$ cat src/rtl/issue_ctrl.sv
// issue_ctrl: single-slot decode-to-execute issue stage with register scoreboard, illegal trap and flush.
// Ports: clk, rst_n (async, active-low); i_ifu_valid/o_ifu_ready decoder handshake; i_dec_* decoded
//   instruction; o_{alu,bju,agu}_valid / i_{alu,bju,agu}_ready per-unit issue handshake; o_opb, o_rs*_idx,
//   o_rd_idx, o_rd_wen, o_im, o_pc shared registered payload; i_wb_en/i_wb_idx write-back retire;
//   i_flush redirect; o_ilgl_exc/o_trap_pc illegal trap; o_hazard slot blocked by scoreboard.
// Optional: define CIRNO_ISSUE_WB_BYPASS_EN to let a same-cycle write-back clear a hazard.
`ifndef CIRNO_DEC_USELE
`define CIRNO_DEC_USELE 3
`endif
`ifndef CIRNO_DEC_OPB_SIZE
`define CIRNO_DEC_OPB_SIZE 8
`endif
module issue_ctrl #(
  parameter int SB_CNT_W = 2
) (
  input  logic                           clk,
  input  logic                           rst_n,
  input  logic                           i_ifu_valid,
  output logic                           o_ifu_ready,
  input  logic                           i_dec_val,
  input  logic                           i_dec_ilgl,
  input  logic [`CIRNO_DEC_USELE-1:0]    i_dec_usele,
  input  logic [`CIRNO_DEC_OPB_SIZE-1:0] i_dec_opb,
  input  logic                           i_dec_rs1_ren,
  input  logic                           i_dec_rs2_ren,
  input  logic                           i_dec_rd_wen,
  input  logic [4:0]                     i_dec_rs1_idx,
  input  logic [4:0]                     i_dec_rs2_idx,
  input  logic [4:0]                     i_dec_rd_idx,
  input  logic [31:0]                    i_dec_im,
  input  logic [31:0]                    i_dec_pc,
  output logic                           o_alu_valid,
  input  logic                           i_alu_ready,
  output logic                           o_bju_valid,
  input  logic                           i_bju_ready,
  output logic                           o_agu_valid,
  input  logic                           i_agu_ready,
  output logic [`CIRNO_DEC_OPB_SIZE-1:0] o_opb,
  output logic [4:0]                     o_rs1_idx,
  output logic [4:0]                     o_rs2_idx,
  output logic [4:0]                     o_rd_idx,
  output logic                           o_rd_wen,
  output logic [31:0]                    o_im,
  output logic [31:0]                    o_pc,
  input  logic                           i_wb_en,
  input  logic [4:0]                     i_wb_idx,
  input  logic                           i_flush,
  output logic                           o_ilgl_exc,
  output logic [31:0]                    o_trap_pc,
  output logic                           o_hazard
);
  typedef enum logic [1:0] {EMPTY, HOLD, TRAP} state_t;
  localparam logic [SB_CNT_W-1:0] CNT_MAX = '1;
  state_t state;
  logic [`CIRNO_DEC_USELE-1:0] usele;
  logic rs1_ren, rs2_ren;
  logic [SB_CNT_W-1:0] cnt [32];
  logic [SB_CNT_W-1:0] cnt_n [32];
  logic [SB_CNT_W-1:0] hcnt [32];
  logic [31:0] inc, dec;
  logic hold, haz, iss, fire, acc;
  assign hold = state == HOLD;
  // Hazard view of the scoreboard; with bypass a same-cycle write-back is already subtracted.
  always_comb begin
    for (int i = 0; i < 32; i++) begin
      dec[i] = i_wb_en & (i_wb_idx == 5'(i)) & (i != 0);
`ifdef CIRNO_ISSUE_WB_BYPASS_EN
      hcnt[i] = (dec[i] & |cnt[i]) ? cnt[i] - 1'b1 : cnt[i];
`else
      hcnt[i] = cnt[i];
`endif
    end
  end
  assign haz = (rs1_ren & |o_rs1_idx & |hcnt[o_rs1_idx]) |
               (rs2_ren & |o_rs2_idx & |hcnt[o_rs2_idx]) |
               (o_rd_wen & |o_rd_idx & (hcnt[o_rd_idx] == CNT_MAX));
  assign iss = hold & ~haz & ~i_flush;
  assign o_alu_valid = iss & usele[0];
  assign o_bju_valid = iss & usele[1];
  assign o_agu_valid = iss & usele[2];
  assign fire = (o_alu_valid & i_alu_ready) | (o_bju_valid & i_bju_ready) | (o_agu_valid & i_agu_ready);
  assign o_ifu_ready = ~i_flush & ((state == EMPTY) | (hold & fire));
  assign acc = i_ifu_valid & o_ifu_ready;
  assign o_hazard = hold & haz;
  assign o_ilgl_exc = state == TRAP;
  // x0 never counts: inc[0] and dec[0] are always 0, so cnt[0] stays at reset value.
  always_comb begin
    for (int i = 0; i < 32; i++) begin
      inc[i] = fire & o_rd_wen & (o_rd_idx == 5'(i)) & (i != 0);
      cnt_n[i] = (inc[i] & ~dec[i]) ? cnt[i] + 1'b1 :
                 (dec[i] & ~inc[i] & |cnt[i]) ? cnt[i] - 1'b1 : cnt[i];
    end
  end
  always_ff @(posedge clk or negedge rst_n) begin
    if (!rst_n) begin
      state <= EMPTY;
      cnt <= '{default: '0};
      usele <= '0;
      rs1_ren <= 1'b0;
      rs2_ren <= 1'b0;
      o_opb <= '0;
      o_rs1_idx <= '0;
      o_rs2_idx <= '0;
      o_rd_idx <= '0;
      o_rd_wen <= 1'b0;
      o_im <= '0;
      o_pc <= '0;
      o_trap_pc <= '0;
    end else begin
      cnt <= cnt_n;
      state <= i_flush ? EMPTY :
               acc ? (i_dec_ilgl ? TRAP : i_dec_val ? HOLD : EMPTY) :
               fire ? EMPTY : state;
      if (acc & i_dec_ilgl) o_trap_pc <= i_dec_pc;
      if (acc & ~i_dec_ilgl & i_dec_val) begin
        usele <= i_dec_usele;
        rs1_ren <= i_dec_rs1_ren;
        rs2_ren <= i_dec_rs2_ren;
        o_opb <= i_dec_opb;
        o_rs1_idx <= i_dec_rs1_idx;
        o_rs2_idx <= i_dec_rs2_idx;
        o_rd_idx <= i_dec_rd_idx;
        o_rd_wen <= i_dec_rd_wen;
        o_im <= i_dec_im;
        o_pc <= i_dec_pc;
      end
    end
  end
endmodule
$ cat config.mk
export PLATFORM = sky130hd
export DESIGN_NAME = issue_ctrl
export DESIGN_NICKNAME = d
export VERILOG_FILES = /design/src/rtl/issue_ctrl.sv
export SDC_FILE = /design/constraint.sdc
export NUM_CORES = 1
export LEC_CHECK = 0
export CELL_PAD_IN_SITES_DETAIL_PLACEMENT = 1
export CELL_PAD_IN_SITES_GLOBAL_PLACEMENT = 1
export CORE_MARGIN = 3
export CORE_UTILIZATION = 36
export CTS_BUF_LIST = sky130_fd_sc_hd__clkbuf_8 sky130_fd_sc_hd__clkbuf_16
export DETAILED_ROUTE_END_ITERATION = 8
export PLACE_DENSITY_LB_ADDON = 0.12
export SLEW_MARGIN = 20
export SYNTH_ARGS = -nofsm -noshare
export SYNTH_HDL_FRONTEND = slang
export SYNTH_SLANG_ARGS = --single-unit
$ cat constraint.sdc
create_clock -name clk -period 2.9 [get_ports clk]
set_clock_uncertainty 0.1 [all_clocks]
set_input_delay 0.29 -clock clk [delete_from_list [all_inputs] [get_ports clk]]
set_output_delay 0.29 -clock clk [all_outputs]
set_load 0.02 [all_outputs]
==> impl_metrics.py <==
metrics = {
    "final_layout": {
        "syn_to_final_growth_pct": 51.29,
        "drive_above_1_share": 0.2980,
        "fill_cells": 3003,
        "nets": 1434,
        "fin_area_um2": 15580,
        "final_util": 0.5563,
    },
    "pwr": {
        "vdd.ir_drop.worst_uv": 452.9,
        "seqPwrFrac": 0.330,
        "swShare": 0.3748,
        "clockPowerShare": 0.229,
        "pwr-share-comb": 0.441,
        "p_leak_nw": 6.875,
        "p_sw_mw": 3.990,
        "internal_power_mw": 6.655,
        "power_density_nw_per_um2": 683.2,
    },
    "logic_synthesis": {
        "async_reset_ff_frac": 1.000,
        "synthXorXnorAreaFrac": 0.02041,
        "synth_top_family_by_area": "multiplexers",
        "synth_enable_flop_cells": 0,
        "postSynthCellCount": 925,
        "ys_seq_area_frac": 0.4592,
        "synthAdderAreaFrac": 0,
        "syn_avg_cell_area_um2": 11.13,
        "synth.distinct_cells": 82,
        "ys_warn_count": 0,
        "ys_seq_elements": 189,
        "synthSimpleGateAreaFrac": 0.1551,
        "synthFlopType": "dfrtp_1",
        "synth_nets": 1033,
        "synth_compound_area_frac": 0.1311,
        "synthMuxAreaShare": 0.1996,
        "synth_area_um2": 10300,
    },
    "global_routing": {
        "grt_pass1_vias": 10170,
        "grt_pass1_wl_um": 61690,
        "antenna_found_initial": 2,
        "grt_usage": 0.2627,
        "gr-total-overflow": 0,
        "gr-usage-met3": 0.04954,
        "top_usage_layer": "met2",
        "use_met1": 0.3340,
        "grt_max_degree": 65,
        "use_met2": 0.4396,
    },
    "floorplanning": {
        "num_rows": 61,
        "die_h_um": 175.1,
        "die_x_um": 175.1,
        "ios": 234,
        "dieArea_um2": 30670,
        "initial_core_util": 0.3677,
        "coreArea_um2": 28010,
    },
    "timing": {
        "whs_ps": 262.6,
        "setup_slack_ps": -238.0,
        "post-route-period-util": 1.082,
        "finalHoldViolCount": 0,
        "maxSlewViolCount": 0,
        "finalSetupViolations": 159,
        "final.setup.tns_ps": -23380,
        "fin_crit_ps": 3138,
        "tightest_slew_ps": 553.5,
        "max_freq_ghz": 0.3187,
        "max_slew_margin": 0.6281,
        "rsz0062_at_grt": "yes",
    },
    "clock_network": {
        "clk_path_buf_depth": 2,
        "clock_latency_ps": 450,
        "ctsRootBufferMaster": "clkbuf_16",
        "path_clk_slew_ps": 80,
        "cts_made_buffers": 17,
        "h-tree-depth": 4,
        "tritoncts": "done",
        "numClockSinks": 189,
    },
    "drt": {
        "drt-initial-drc-count": 721,
        "wl_per_cell_um": 23.89,
        "firstDrtPassIters": 5,
        "route.detailed.drc": 0,
        "wirelength_um": 41060,
        "routed_via_density": 5.528,
        "antenna_left": 0,
        "vias": 9502,
    },
    "setup_path": {
        "worstRegToRegCells": 11,
        "path_cells": "buf_12 -> mux4_2 -> a22o_1 -> nor2_2 -> o32a_4 -> nand3_4 -> o31ai_4 -> and2_4 -> buf_6",
        "start_kind": "flip-flop",
        "arrival_ps": 2750,
        "crit_required_ps": 2510,
        "crit_family": "compound AO/OA/AOI/OAI gates",
        "crit_path_max_fanout": 4,
        "r2r_setup_slack_ps": -230,
        "r2r_start": "o_rd_idx[0]",
        "path_buf_inv": 2,
        "rr_endpoint": "o_trap_pc[15]",
        "end_kind": "output pin",
        "critPathKind": "reg -> out",
        "max_stage_delay_ps": 480,
        "crit_slowest_cell": "mux4_2",
    },
    "outcome": {
        "status": "finished, violations left",
        "failed_checks": "negative setup slack",
    },
    "hold_path": {
        "hold_class": "in -> async",
    },
    "placement": {
        "hpwl_um": 30200,
        "port_buffers": 233,
        "dpl_cell_area_um2": 14250,
        "routabilityCongestion": 0.9309,
    },
    "job": {
        "max_cap_viol_count": 0,
    },
}
==> synth_stat cells (17+ instances only) <==
cell type  count  area [um^2]
dfrtp_1      189         4730
inv_1         17        63.81
mux2_1        70        788.3
mux2_2        41        461.7
mux2_4        30        450.4
nand2_1       54        202.7
nand3_1       37        185.2
nand4_1       21        131.4
nor2_1        86        322.8
nor3_1        21        105.1
o21ai_0       27        135.1
o31ai_1       18        135.1
==> how the worst max path moves through the flow <==
stage	start	cells past startpoint	end
final	o_rd_idx[0]	9	o_ifu_ready
after global routing	o_rd_idx[0]	9	o_ifu_ready
after CTS	o_rd_idx[0]	9	o_bju_valid
after detailed placement	o_rs1_idx[0]	9	o_bju_valid
after global placement	o_rs1_idx[0]	9	o_bju_valid
after floorplan	o_rd_idx[1]	12	o_rs2_idx[0]
==> placed cells by master (no fill, tap or decap), types with 13 or more instances in the layout <==
cell and n:
clkdlybuf4s50_1 227, dfrtp_1 184, buf_4 167, nor2_1 83
mux2_4 57, nand2_1 54, mux2_2 42, mux2_1 42
nand3_1 35, o21ai_0 24, nor3_1 21, nand4_1 21
clkbuf_16 20, inv_1 17, o31ai_1 16, nor2b_1 14
a22oi_1 14, xnor2_1 13, o21bai_1 13
==> repair_timing <==
action                                 4_1_cts  5_1_grt
gates resized for setup                     55       66
cloned                                       4        3
setup endpoints to repair                  159      182
endpoints found under the hold margin       43        0
pin swaps                                   12       19
buffers inserted                             9        8
hold buffers                                 1        0
==> cells by family (layout without fill, tap and decap cells) <==
family / Yosys count / after routing
xor+xnor: 24 / 24
buf+inv: 65 / 479
other cells: 0 / 2
simple gates: 305 / 305
mux: 164 / 164
compound gates: 178 / 178
flops: 189 / 189
==> worst reg2reg max path, delay by kind of cell (launching register included) <==
| family | cells | cell delay [ps] |
|---|---|---|
| flops | 1 | 420 |
| compound gates | 3 | 720 |
| simple gates | 3 | 420 |
| buf+inv | 3 | 550 |
| mux | 2 | 800 |
==> power by group through the flow <==
stage | logic [mW] | registers [mW] | clock network [mW]
floorplan | 1.41 | 4.02 | 0
global placement | 4.14 | 3.52 | 0
detailed placement | 4.20 | 3.56 | 0
CTS | 4.44 | 3.51 | 2.49
global route | 4.93 | 3.58 | 2.59
finish | 4.69 | 3.52 | 2.43
==> layout make-up <==
cell class / count / area [um^2] / share of cell area
sequential: 189 / 4736 / 0.3039
clock buffer: 17 / 425.4 / 0.02730
timing repair buffer: 428 / 4143 / 0.2659
multi-input combinational: 671 / 5554 / 0.3565
tap: 378 / 473.0 / 0.03035
inverter: 19 / 71.32 / 0.004577
antenna: 2 / 5.005 / 0.0003212
clock inverter: 15 / 173.9 / 0.01116
==> state kept, by name, indices dropped and copies added (netlist names) <==
name / flops
state: 2
o_trap_pc: 32
rs1_ren: 1
o_im: 32
o_rd_idx: 5
o_rd_wen: 1
usele: 3
o_rs1_idx: 5
o_rs2_idx: 5
cnt: 62
o_pc: 32
o_opb: 8
rs2_ren: 1
==> stage by stage <==
step | power (mW) | setup WS [ps] | cells
floorplan | 5.426 | 2.473 | 925
global placement | 7.664 | -248.8 | 1660
detailed placement | 7.760 | -293.9 | 1660
CTS | 10.45 | -206.8 | 1706
global route | 11.10 | -292.6 | 1719
finish | 10.64 | -238.0 | 1719
==> layer usage <==
layer	vias to the layer above	routed length (um)
met5	-	0
li1	4275	-
met2	321	20150
met3	79	2205
met4	0	1602
met1	4827	17110
(Power assumes the default switching activity.)
